## src/rtl/load_store_sequencer_if.sv

```systemverilog
// Request/response and byte-memory bus shared by the load/store sequencer,
// the requesting pipeline and the attached byte-wide data memory.
interface load_store_sequencer_if;
    logic        req_valid;
    logic        req_ready;
    logic        req_write;
    logic [2:0]  req_funct3;
    logic [63:0] req_addr;
    logic [63:0] req_wdata;
    logic        resp_valid;
    logic [63:0] resp_rdata;
    logic        resp_err;
    logic [63:0] MemAdd;
    logic        MemRead;
    logic        MemWrite;
    logic [7:0]  WriteByte;
    logic [7:0]  ReadByte;

    modport master (
        output req_valid, req_write, req_funct3, req_addr, req_wdata,
        input  req_ready, resp_valid, resp_rdata, resp_err
    );

    modport slave (
        input  req_valid, req_write, req_funct3, req_addr, req_wdata, ReadByte,
        output req_ready, resp_valid, resp_rdata, resp_err,
        output MemAdd, MemRead, MemWrite, WriteByte
    );

    modport mem (
        input  MemAdd, MemRead, MemWrite, WriteByte,
        output ReadByte
    );
endinterface

```

## src/rtl/load_store_sequencer.sv

```systemverilog
// Serialises RISC-V style byte/half/word/double loads and stores onto a
// single byte-wide memory port, one byte per cycle, little-endian.
module load_store_sequencer #(
    parameter int MEM_BYTES = 64
) (
    input logic                 clk,
    input logic                 reset,
    load_store_sequencer_if.slave bus
);

    typedef enum logic [1:0] {
        IDLE = 2'd0,
        XFER = 2'd1,
        RESP = 2'd2
    } state_t;

    state_t state, state_nxt;

    logic        wr_p0;
    logic [2:0]  f3_p0;
    logic [63:0] addr_p0;
    logic [63:0] wdata_p0;
    logic [63:0] rdata_p0;
    logic        err_p0;
    logic [2:0]  idx_p0;

    logic        accept;
    logic        acc_err;
    logic        last_byte;
    logic [64:0] end_addr;

    function automatic logic [3:0] byte_count(input logic [1:0] sz);
        return 4'd1 << sz;
    endfunction

    // Bytes above the access size are already zero (cleared at acceptance),
    // so zero-extension is simply the raw assembled value.
    function automatic logic [63:0] extend(input logic [63:0] raw, input logic [2:0] f3);
        logic signed [63:0] sx;
        unique case (f3[1:0])
            2'b00:   sx = 64'(signed'(raw[7:0]));
            2'b01:   sx = 64'(signed'(raw[15:0]));
            2'b10:   sx = 64'(signed'(raw[31:0]));
            default: sx = signed'(raw);
        endcase
        return f3[2] ? raw : 64'(sx);
    endfunction

    // 65-bit sum so an address near 2^64 cannot wrap into range.
    assign end_addr  = {1'b0, bus.req_addr} + 65'(byte_count(bus.req_funct3[1:0]));
    assign acc_err   = (end_addr > 65'(MEM_BYTES)) || (bus.req_write && bus.req_funct3[2]);
    assign accept    = (state == IDLE) && bus.req_valid;
    assign last_byte = ({1'b0, idx_p0} == (byte_count(f3_p0[1:0]) - 4'd1));

    always_ff @(posedge clk) begin
        if (reset) begin
            state  <= IDLE;
            idx_p0 <= 3'd0;
            err_p0 <= 1'b0;
        end else begin
            state <= state_nxt;
            if (accept) begin
                err_p0 <= acc_err;
                idx_p0 <= 3'd0;
            end else if (state == XFER) begin
                idx_p0 <= idx_p0 + 3'd1;
            end
        end
    end

    // ---- stage p0: latched request and assembled load data ----
    always_ff @(posedge clk) begin
        if (accept) begin
            wr_p0    <= bus.req_write;
            f3_p0    <= bus.req_funct3;
            addr_p0  <= bus.req_addr;
            wdata_p0 <= bus.req_wdata;
            rdata_p0 <= '0;
        end else if ((state == XFER) && !wr_p0) begin
            rdata_p0[{idx_p0, 3'b000} +: 8] <= bus.ReadByte;
        end
    end

    always_comb begin
        state_nxt = state;
        unique case (state)
            IDLE:    if (bus.req_valid) state_nxt = acc_err ? RESP : XFER;
            XFER:    if (last_byte) state_nxt = RESP;
            RESP:    state_nxt = IDLE;
            default: state_nxt = IDLE;
        endcase
    end

    // ---- stage p1: response and memory-port outputs ----
    always_comb begin
        bus.req_ready  = (state == IDLE);
        bus.resp_valid = (state == RESP);
        bus.resp_err   = (state == RESP) && err_p0;
        bus.resp_rdata = '0;
        bus.MemAdd     = '0;
        bus.MemRead    = 1'b0;
        bus.MemWrite   = 1'b0;
        bus.WriteByte  = '0;
        if ((state == RESP) && !err_p0 && !wr_p0) begin
            bus.resp_rdata = extend(rdata_p0, f3_p0);
        end
        if (state == XFER) begin
            bus.MemAdd   = addr_p0 + 64'(idx_p0);
            bus.MemRead  = !wr_p0;
            bus.MemWrite = wr_p0;
            if (wr_p0) begin
                bus.WriteByte = wdata_p0[{idx_p0, 3'b000} +: 8];
            end
        end
    end

endmodule
```

## src/flat_wrapper.sv

```systemverilog
// flat-port wrapper written by rule: the top's interface ports become plain ports
module load_store_sequencer_flat 
#(
    parameter int MEM_BYTES = 64
)
  (clk, reset, bus_req_valid, bus_req_write, bus_req_funct3, bus_req_addr, bus_req_wdata, bus_ReadByte, bus_req_ready, bus_resp_valid, bus_resp_rdata, bus_resp_err, bus_MemAdd, bus_MemRead, bus_MemWrite, bus_WriteByte);
  load_store_sequencer_if bus_i ();
  input logic clk;
  input logic reset;
  input wire logic [$bits(bus_i.req_valid)-1:0] bus_req_valid;
  input wire logic [$bits(bus_i.req_write)-1:0] bus_req_write;
  input wire logic [$bits(bus_i.req_funct3)-1:0] bus_req_funct3;
  input wire logic [$bits(bus_i.req_addr)-1:0] bus_req_addr;
  input wire logic [$bits(bus_i.req_wdata)-1:0] bus_req_wdata;
  input wire logic [$bits(bus_i.ReadByte)-1:0] bus_ReadByte;
  output wire logic [$bits(bus_i.req_ready)-1:0] bus_req_ready;
  output wire logic [$bits(bus_i.resp_valid)-1:0] bus_resp_valid;
  output wire logic [$bits(bus_i.resp_rdata)-1:0] bus_resp_rdata;
  output wire logic [$bits(bus_i.resp_err)-1:0] bus_resp_err;
  output wire logic [$bits(bus_i.MemAdd)-1:0] bus_MemAdd;
  output wire logic [$bits(bus_i.MemRead)-1:0] bus_MemRead;
  output wire logic [$bits(bus_i.MemWrite)-1:0] bus_MemWrite;
  output wire logic [$bits(bus_i.WriteByte)-1:0] bus_WriteByte;
  assign bus_i.req_valid = bus_req_valid;
  assign bus_i.req_write = bus_req_write;
  assign bus_i.req_funct3 = bus_req_funct3;
  assign bus_i.req_addr = bus_req_addr;
  assign bus_i.req_wdata = bus_req_wdata;
  assign bus_i.ReadByte = bus_ReadByte;
  assign bus_req_ready = bus_i.req_ready;
  assign bus_resp_valid = bus_i.resp_valid;
  assign bus_resp_rdata = bus_i.resp_rdata;
  assign bus_resp_err = bus_i.resp_err;
  assign bus_MemAdd = bus_i.MemAdd;
  assign bus_MemRead = bus_i.MemRead;
  assign bus_MemWrite = bus_i.MemWrite;
  assign bus_WriteByte = bus_i.WriteByte;
  load_store_sequencer #(.MEM_BYTES(MEM_BYTES)) u_core (.clk(clk), .reset(reset), .bus(bus_i));
endmodule
```

## config.mk

```make
export PLATFORM = sky130hd
export DESIGN_NAME = load_store_sequencer_flat
export DESIGN_NICKNAME = d
export VERILOG_FILES = /design/src/rtl/load_store_sequencer_if.sv /design/src/rtl/load_store_sequencer.sv /design/src/flat_wrapper.sv
export SDC_FILE = /design/constraint.sdc
export NUM_CORES = 1
export LEC_CHECK = 0
export CORE_MARGIN = 2
export CORE_UTILIZATION = 55
export CTS_CLUSTER_SIZE = 28
export DETAILED_ROUTE_END_ITERATION = 6
export DONT_BUFFER_PORTS = 1
export PLACE_DENSITY_LB_ADDON = 0.12
export SYNTH_ARGS = -nofsm -noshare
export SYNTH_HDL_FRONTEND = slang
export SYNTH_SLANG_ARGS = --single-unit
```

## constraint.sdc

```tcl
create_clock -name clk -period 5.9 [get_ports clk]
set_input_delay 1.18 -clock clk [delete_from_list [all_inputs] [get_ports clk]]
set_output_delay 1.18 -clock clk [all_outputs]
set_load 0.05 [all_outputs]
```

==> results.ini <==
[run_status]
status = finished clean

[drt]
highest_layer = met4
wl_per_cell_um = 20.9
via_per_inst = 6.15
antenna_left = 0
drt_iter0_drc = 616
route.met2.wl_um = 15100
drc_errors = 0
vias = 9361
drtPass1Iterations = 5
met3WireLength_um = 2950
wl_um = 31900
wl_met1_um = 12800

[place]
placedInstanceArea_um2 = 11900
gp_congestion = 0.963
hpwl_um = 23700
port_buffers = 0

[timing]
rsz0062_at_grt = false
clock_skew_ps = 9.54
setup_tns_ps = 0
fmax_mhz = 187
setup_violations = 0
slew-limit-headroom_pct = 17.1
worst_pin_slew_ps = 1230
hold_viol = 0
slew_viol_final = 0
layout_min_cycle_time_ps = 5350
period_share_pct = 90.6

[logic_synthesis]
synth_top_cell_area_share_pct = 35.0
ys.warnings.count = 0
ys_ff_latch = 202
ys_types = 69
synth_top_area_cell = edfxtp_1
synth.cell_area_um2 = 11300
synth_edf_count = 132
netlist_top_cells_area = edfxtp_1 (35%), dfxtp_1 (12%), a21oi_1 (5.6%)
synth_seq_area_share_pct = 47.3
async_flop_share_pct = 0
synthesis.nets = 1371
netlist_instances = 1216
synth_flop_cell = edfxtp_1
avgSynthCellArea_um2 = 9.32

[layout]
layout_common_cells = nor2_1 (159), nand2_1 (139), edfxtp_1 (132)
synthToLayoutAreaGrowth_pct = 10.8
drive_gt1_share_pct = 10.3
fin_area_um2 = 12600
final_common_cell = nor2_1
num-nets-final = 1390

[critical_path]
cp-end-kind = primary output
r2r_cells = 6
path_class = reg2out
crit_buf_inv = 2
crit_fanout = 13
worstSetupPathDepth = 11
worst_setup_path_start_kind = flip-flop
crit_family = simple AND/OR/NAND/NOR gates
rrSetupSlack_ps = 2570
cpPeakStageDelay_ps = 680
crit_start = u_core.idx_p0[2]$_SDFFE_PP0P_
arrival_ps = 4170
r2r-end = u_core.rdata_p0[55]$_SDFFE_PP0P_
endpoint = bus_MemAdd[60]
timing.rr.start = u_core.wr_p0$_DFFE_PP_
worstPathRequired_ps = 4720
crit_path_top_delay_cell = nor4bb_1
path_cells = ha_1 > a21oi_1 > nor4bb_1 > and2_1 > nand2_1 > nor4_1 > buf_4 > nand2_1 > or3_1 > a21oi_1 > buf_4

[floorplanning]
dieArea_um2 = 21800
start_util_pct = 56.0
die_h_um = 148
rows = 52
ios = 284
core_um2 = 20200
fp.dieW_um = 148

[global_routing]
grt_remaining_overflow = 0
grt_pass1_wl_um = 49100
grt_pass1_vias = 8937
grtUsageTotal_pct = 28.4
grt_max_degree = 121
grt_antenna_before_repair = 1

[min_path]
hold_path.class = reg2reg
hold_start = u_core.rdata_p0[36]$_SDFFE_PP0P_

[power]
p_per_area_nw_per_um2 = 246
ir_worst_vdd_v = 0.000286
leakagePower_nw = 4.16

[clocking]
post_cts_resize_count = 0
insertion_delay_ps = 500
clockBufferDepth = 3
cts.clk_slew.worst_paths_ps = 60
postCtsHoldBufs = 0
cts_tree = done
numCtsBuffers = 23
cts.sinks = 202
post_cts_buffers = 0
htreeDepth = 1
cts_root_buffer = clkbuf_16

[run]
maxCapViolCount = 0

-- cells by family after synthesis --
group	count (synthesis)	synth area share (%)
AND/OR/NAND/NOR	596	26.4
AO/OA/AOI/OAI	212	10.8
flip-flops	202	47.3
buffers and inverters	76	2.56
XOR/XNOR	71	5.48
multiplexers	47	5.94
adder cells (fa/ha/maj)	12	1.46
-- registers in the layout (all words and copies together), names as in the netlist --
register and cells:
u_core.f3_p0 3, u_core.err_p0 1, u_core.state 2, u_core.idx_p0 3, u_core.wdata_p0 64, u_core.addr_p0 64, u_core.rdata_p0 64, u_core.wr_p0 1
-- worst min-delay path by stage --
stage                                            end  slack, ps  cells after the start
finish              u_core.rdata_p0[36]$_SDFFE_PP0P_        460                      2
global route        u_core.rdata_p0[36]$_SDFFE_PP0P_        470                      2
CTS                 u_core.rdata_p0[36]$_SDFFE_PP0P_        450                      2
detailed placement  u_core.rdata_p0[36]$_SDFFE_PP0P_        440                      2
global placement    u_core.rdata_p0[36]$_SDFFE_PP0P_        440                      2
floorplan           u_core.rdata_p0[32]$_SDFFE_PP0P_        430                      2
-- synthesized netlist by cell type (all sizes together) (3+ instances only) --
cell,n
clkbuf,48
and2,18
mux4,16
xnor2,21
a21o,5
and4,19
a21oi,126
nor3,27
ha,10
buf,12
and3,20
o211ai,3
inv,15
o31ai,6
o2111ai,3
or4,12
nor4,20
nand4,47
nand2b,13
nand3,80
mux2i,29
nor2b,9
o31a,3
nand2,139
nand4b,4
edfxtp,132
o21ai,36
a31oi,6
nor2,159
xor2,50
dfxtp,70
a311oi,4
or3,15
or2,6
-- routing by layer --
layer | track usage, % | vias to the layer above
li1 | - | 4518
met1 | 36.4 | 4397
met2 | 47.3 | 374
met3 | 7.50 | 72
met4 | 8.99 | 0
met5 | 0 | -
-- worst reg2reg max path: cells and delay by family (launching register included) --
kind             cells  cell delay, ps
flip-flops           1             520
multiplexers         1             270
AND/OR/NAND/NOR      5            2420
-- final cells by class --
cell class              count  area (um2)
inverters                  16        65.1
multi-input cells         938        5690
fillers                  1717        7670
clock inverters             8        73.8
repair buffers             54         405
diodes                      1        2.50
clock buffers              33         626
well taps                 270         338
flip-flops and latches    202        5370
-- report_power, final --
part	total (W)	leakage, nW	switching [W]	internal [W]
sequential	0.00161	1.83	0.0000370	0.00158
clock	0.00132	0.350	0.000540	0.000782
combinational	0.000161	1.98	0.000103	0.0000576
-- per-stage QoR --
step	hold slack (ps)	std cells	total power [W]	worst slack (ps)	utilization (%)
finish	456	1522	0.00310	554	62.1
global placement	440	1480	0.00180	1130	58.6
floorplan	432	1216	0.00177	201	-
CTS	453	1521	0.00312	547	62.1
detailed placement	444	1480	0.00180	1080	58.6
global route	472	1522	0.00320	296	62.1
No activity file was read; power rests on OpenSTA's default activity.
